<file path="src/rtl/cnn_window_gen.sv">
// Sliding KY x KX window generator for a streamed raster image (valid padding).
// Emits one packed window per interior pixel plus a frame-done pulse.
module cnn_window_gen #(
  parameter int CI     = 4,
  parameter int KX     = 3,
  parameter int KY     = 3,
  parameter int I_F_BW = 8,
  parameter int IW     = 8,
  parameter int IH     = 8
) (
  input  logic                          clk,
  input  logic                          reset_n,
  input  logic                          soft_reset_i,
  input  logic                          in_valid_i,
  input  logic [CI*I_F_BW-1:0]          in_pixel_i,
  output logic                          ot_valid_o,
  output logic [CI*KX*KY*I_F_BW-1:0]    ot_fmap_o,
  output logic                          ot_frame_done_o
);

  localparam int PW = CI * I_F_BW;
  localparam int FW = CI * KX * KY * I_F_BW;
  localparam int LB = (KY > 1) ? KY - 1 : 1;
  localparam int CW = (IW > 1) ? $clog2(IW) : 1;
  localparam int RW = (IH > 1) ? $clog2(IH) : 1;

  logic [CW-1:0] r_col;
  logic [RW-1:0] r_row;
  logic          r_valid;
  logic          r_frame_done;
  logic [FW-1:0] r_fmap;
  logic [PW-1:0] r_win [KY][KX];
  logic [PW-1:0] r_lb  [LB][IW];

  logic          w_accept;
  logic          w_last_col;
  logic          w_last_row;
  logic          w_row_ok;
  logic          w_col_ok;
  logic [PW-1:0] w_col_pix  [KY];
  logic [PW-1:0] w_win_next [KY][KX];
  logic [FW-1:0] w_fmap_next;

  // Soft reset wins over a simultaneous pixel, which is dropped.
  assign w_accept   = in_valid_i & ~soft_reset_i;
  assign w_last_col = (r_col == CW'(IW - 1));
  assign w_last_row = (r_row == RW'(IH - 1));

  if (KY > 1) begin : g_row_ok
    assign w_row_ok = (r_row >= RW'(KY - 1));
  end else begin : g_row_any
    assign w_row_ok = 1'b1;
  end

  if (KX > 1) begin : g_col_ok
    assign w_col_ok = (r_col >= CW'(KX - 1));
  end else begin : g_col_any
    assign w_col_ok = 1'b1;
  end

  // Vertical column entering the window: older rows from line buffers, newest is the live pixel.
  for (genvar gi = 0; gi < KY; gi++) begin : g_col
    if (gi == KY - 1) begin : g_live
      assign w_col_pix[gi] = in_pixel_i;
    end else begin : g_buf
      assign w_col_pix[gi] = r_lb[gi][r_col];
    end
  end

  for (genvar gi = 0; gi < KY; gi++) begin : g_wy
    for (genvar gx = 0; gx < KX; gx++) begin : g_wx
      if (gx == KX - 1) begin : g_new
        assign w_win_next[gi][gx] = w_col_pix[gi];
      end else begin : g_shift
        assign w_win_next[gi][gx] = r_win[gi][gx+1];
      end
    end
  end

  for (genvar gc = 0; gc < CI; gc++) begin : g_pc
    for (genvar gi = 0; gi < KY; gi++) begin : g_py
      for (genvar gx = 0; gx < KX; gx++) begin : g_px
        assign w_fmap_next[((gc*KY+gi)*KX+gx)*I_F_BW +: I_F_BW] =
          w_win_next[gi][gx][gc*I_F_BW +: I_F_BW];
      end
    end
  end

  // Line buffers carry no reset; each row slot moves up one buffer per accepted pixel.
  always_ff @(posedge clk) begin
    if (w_accept) begin
      for (int k = 0; k < KY - 1; k++) begin
        r_lb[k][r_col] <= w_col_pix[k+1];
      end
    end
  end

  always_ff @(posedge clk or negedge reset_n) begin
    if (!reset_n) begin
      r_col        <= '0;
      r_row        <= '0;
      r_valid      <= 1'b0;
      r_frame_done <= 1'b0;
      r_fmap       <= '0;
      for (int y = 0; y < KY; y++)
        for (int x = 0; x < KX; x++)
          r_win[y][x] <= '0;
    end else if (soft_reset_i) begin
      r_col        <= '0;
      r_row        <= '0;
      r_valid      <= 1'b0;
      r_frame_done <= 1'b0;
      r_fmap       <= '0;
      for (int y = 0; y < KY; y++)
        for (int x = 0; x < KX; x++)
          r_win[y][x] <= '0;
    end else begin
      r_valid      <= 1'b0;
      r_frame_done <= 1'b0;
      if (w_accept) begin
        for (int y = 0; y < KY; y++)
          for (int x = 0; x < KX; x++)
            r_win[y][x] <= w_win_next[y][x];
        if (w_row_ok && w_col_ok) begin
          r_valid <= 1'b1;
          r_fmap  <= w_fmap_next;
        end
        r_frame_done <= w_last_row & w_last_col;
        if (w_last_col) begin
          r_col <= '0;
          r_row <= w_last_row ? '0 : r_row + RW'(1);
        end else begin
          r_col <= r_col + CW'(1);
        end
      end
    end
  end

  assign ot_valid_o      = r_valid;
  assign ot_fmap_o       = r_fmap;
  assign ot_frame_done_o = r_frame_done;

endmodule

</file>
<file path="config.mk">
export PLATFORM = sky130hd
export DESIGN_NAME = cnn_window_gen
export DESIGN_NICKNAME = d
export VERILOG_FILES = /design/src/rtl/cnn_window_gen.sv
export SDC_FILE = /design/constraint.sdc
export NUM_CORES = 1
export LEC_CHECK = 0
export CAP_MARGIN = 10
export CORE_MARGIN = 10
export CORE_UTILIZATION = 50
export DETAILED_ROUTE_END_ITERATION = 6
export PLACE_DENSITY_LB_ADDON = 0.2
export SYNTH_ARGS = -nofsm -noshare
export SYNTH_HDL_FRONTEND = slang
export SYNTH_SLANG_ARGS = --single-unit
</file>
<file path="constraint.sdc">
create_clock -name clk -period 12.7 [get_ports clk]
set_input_delay 1.905 -clock clk [delete_from_list [all_inputs] [get_ports clk]]
set_output_delay 1.905 -clock clk [all_outputs]
set_load 0.01 [all_outputs]
</file>
==> results.cfg <==
[drt]
routed_wirelength_um = 91200
vias = 22093
drt-wirelength-per-cell_um = 24.2
drtIter0Drc = 1784
drc = 0
viasPerCell = 5.86
dr.pass1.iters = 5
drtAntennaViolNets = 0

[global_routing]
grtUsageTotal_pct = 20.8
grt_antenna_before_repair = 2
grt-ovfl-total = 0
grt_pass1_wl_um = 140000
grt_pass1_vias = 22714
grt_max_degree = 190

[sta]
setup_viol_count_final = 0
fin_skew_ns = 0.0275
tightest_slew_ns = 1.20
fin_crit_ns = 4.64
slew_violations = 0
fmax_mhz = 216
fin_tns_setup_ns = 0
finalHoldViolations = 0
relSlewSlack_pct = 19.9
fin_crit_sh_pct = 36.5
rsz0062_at_grt = no

[synth]
avgSynthCellArea_um2 = 15.5
syn_area_um2 = 37800
synth_edf_count = 512
syn-num-nets = 2486
synth_seq_cells = 1000
synthDistinctLibCells = 43
synth_xor_area_share_pct = 0.0232
synthMuxAreaShare_pct = 8.79
synth_adder_area_share_pct = 0.199
syn_inst = 2444
yosys_warnings = 0
synthSimpleGateAreaFrac_pct = 3.79
synth_compound_area_share_pct = 11.8
synth_top_family_by_area = compound AO/OA/AOI/OAI gates
yosysSeqAreaShare_pct = 73.0
postSynth.asyncResetShare_pct = 48.8
synth_flop_cell = edfxtp_1

[setup_path]
worst_ep_arrival_time_ns = 4.92
crit_required_ns = 12.98
critPathLaunchType = flip-flop
end_kind = flip-flop
crit_type = reg2reg
critPathMaxFanout = 94

[pwr]
seqPwrFrac_pct = 51.9
p_int_w = 0.00531
p_leak_nw = 17.6
ir_drop_mv = 0.0930
p_comb_share_pct = 6.4
net-switching-power_w = 0.00156
switching_share_pct = 22.7
power.density_nw_per_um2 = 153
clock_power_share_pct = 41.7

[cells_and_area]
antenna_cells = 0
drive_gt1_share_pct = 9.75
nets = 2761
design_area_um2 = 45000
synthToLayoutAreaGrowth_pct = 19.2
fillers = 5520

[clock_network]
cts_resized = 0
numCtsBuffers = 99
clock_sinks = 1000
cts_tree = done
clk_pin_slew_ns = 0.06
hold_buffers = 0
clk_path_buf_depth = 3
cts_max_level = 3
cts_setup_buffers = 0
clkLatencyLatePin_ns = 0.65
ctsRootBufferMaster = clkbuf_16

[place]
portBuffers = 325
dpl_cell_area_um2 = 41800
post-dp-hpwl_um = 53100
gp_congestion = 0.752

[die]
die_y_um = 295
start_util_pct = 50.6
die_w_um = 295
coreArea_um2 = 74700
ios = 326
rows = 100
die_area_um2 = 86900

[min_path]
hp-class = reg2reg

[job]
maxCapViolCount = 0

[outcome]
status = completed
-- flip-flops by register name, summed over array words and instances (netlist names) --
register,flops
ot_fmap_o,288
r_win,192
r_row,3
r_col,3
ot_valid_o,1
ot_frame_done_o,1
r_lb,512
-- metrics by stage --
step / power (W) / cells / util, % / hold WS [ns] / setup slack [ns]
2_1_floorplan: 0.00388 / 2444 / - / 0.472 / 5.18
3_3_place_gp: 0.00405 / 3586 / 56.0 / 0.476 / 7.60
3_5_place_dp: 0.00407 / 3586 / 56.0 / 0.475 / 7.55
4_1_cts: 0.00693 / 3769 / 60.3 / 0.488 / 8.07
5_1_grt: 0.00712 / 3770 / 60.3 / 0.507 / 7.87
6_report: 0.00687 / 3770 / 60.3 / 0.484 / 8.06
-- critical path, cell delays in order, from the launching register on --
cell	delay, ns
dfrtp_4	0.85
buf_4	0.91
buf_4	0.89
mux2i_1	0.27
nor2_1	0.07
a211oi_1	0.92
inv_1	0.35
-- worst paths after layout --
check                                    start              to  slack [ns]  depth (start not counted)
worst min register to register  ot_fmap_o[114]  ot_fmap_o[114]        0.48                          2
max in group asynchronous              reset_n        r_col[2]        9.73                          2
worst max-delay path                  r_col[0]    r_lb[0][170]        8.06                          6
min in group asynchronous              reset_n   ot_fmap_o[14]        1.34                          1
worst max register to register        r_col[0]    r_lb[0][170]        8.06                          6
worst min-delay path            ot_fmap_o[114]  ot_fmap_o[114]        0.48                          2
-- synth_stat cells, types with 3 or more instances --
library cell / n / area (um2)
dfrtp_1: 488 / 12200
o211ai_1: 9 / 67.6
a221o_1: 4 / 40.0
a221oi_1: 45 / 394
o21ai_0: 75 / 375
ha_1: 6 / 75.1
mux2i_1: 227 / 2270
buf_1: 6 / 22.5
o21ai_1: 3 / 15.0
nand3b_1: 9 / 67.6
nand2_1: 54 / 203
edfxtp_1: 512 / 15400
a31oi_1: 10 / 62.6
nor3_1: 5 / 25.0
a21oi_1: 38 / 190
clkbuf_1: 82 / 308
o2bb2ai_1: 9 / 78.8
nor2_1: 243 / 912
o22ai_1: 11 / 68.8
o21a_1: 20 / 150
mux2_2: 49 / 552
buf_4: 4 / 30.0
buf_2: 97 / 485
a211oi_1: 82 / 616
a22oi_1: 22 / 165
nand3_1: 33 / 165
o31a_1: 4 / 35.0
mux4_2: 22 / 495
inv_1: 16 / 60.1
a22o_1: 243 / 2130
-- logic make-up (layout without fill, tap and decap cells) --
logic type	after synthesis	count (layout)
AO/OA/AOI/OAI	580	580
XOR/XNOR	1	1
adder cells (fa/ha/maj)	6	6
buffers and inverters	207	564
flip-flops	1000	1000
multiplexers	298	298
AND/OR/NAND/NOR	352	352
-- power groups by stage --
stage	Sequential, W	Combinational [W]	Clock [W]
6_report	0.00357	0.000442	0.00286
5_1_grt	0.00357	0.000486	0.00306
4_1_cts	0.00356	0.000445	0.00292
3_5_place_dp	0.00363	0.000444	0
3_3_place_gp	0.00362	0.000429	0
2_1_floorplan	0.00361	0.000272	0
-- metal layers --
layer | vias up | global-route usage, % | wire length [um]
met5 | - | 0 | 0
met2 | 716 | 32.0 | 41700
met1 | 11408 | 29.8 | 41400
met3 | 101 | 4.33 | 6470
li1 | 9868 | - | -
met4 | 0 | 5.25 | 1670
-- layout by cell type, fill, tap and decap left out, types with 5 or more instances in the layout --
| master | count |
|---|---|
| o22ai_1 | 11 |
| mux2i_1 | 227 |
| nor2_1 | 238 |
| a22oi_1 | 22 |
| o2bb2ai_1 | 9 |
| buf_4 | 34 |
| clkinv_1 | 17 |
| o21a_1 | 20 |
| a31oi_1 | 10 |
| nand2_1 | 54 |
| o211ai_1 | 9 |
| clkbuf_1 | 24 |
| clkbuf_8 | 10 |
| a21oi_1 | 38 |
| mux2_2 | 49 |
| a211oi_1 | 82 |
| a22o_1 | 243 |
| inv_1 | 16 |
| clkdlybuf4s50_1 | 322 |
| edfxtp_1 | 512 |
| nor2_4 | 5 |
| clkbuf_16 | 106 |
| ha_1 | 6 |
| o21ai_0 | 75 |
| nand3_1 | 33 |
| clkinv_2 | 16 |
| dfrtp_1 | 485 |
| a221oi_1 | 45 |
| mux4_2 | 22 |
| nand3b_1 | 9 |
-- cell type report --
type,count,area [um2],share of cell area [%]
inverter,18,75.1,0.167
clock buffer,141,2890,6.41
tap,969,1210,2.69
timing repair buffer,363,3600,7.99
multi-input combinational,1237,9340,20.7
clock inverter,42,322,0.714
sequential,1000,27600,61.3
No activity file was read; power rests on OpenSTA's default activity.
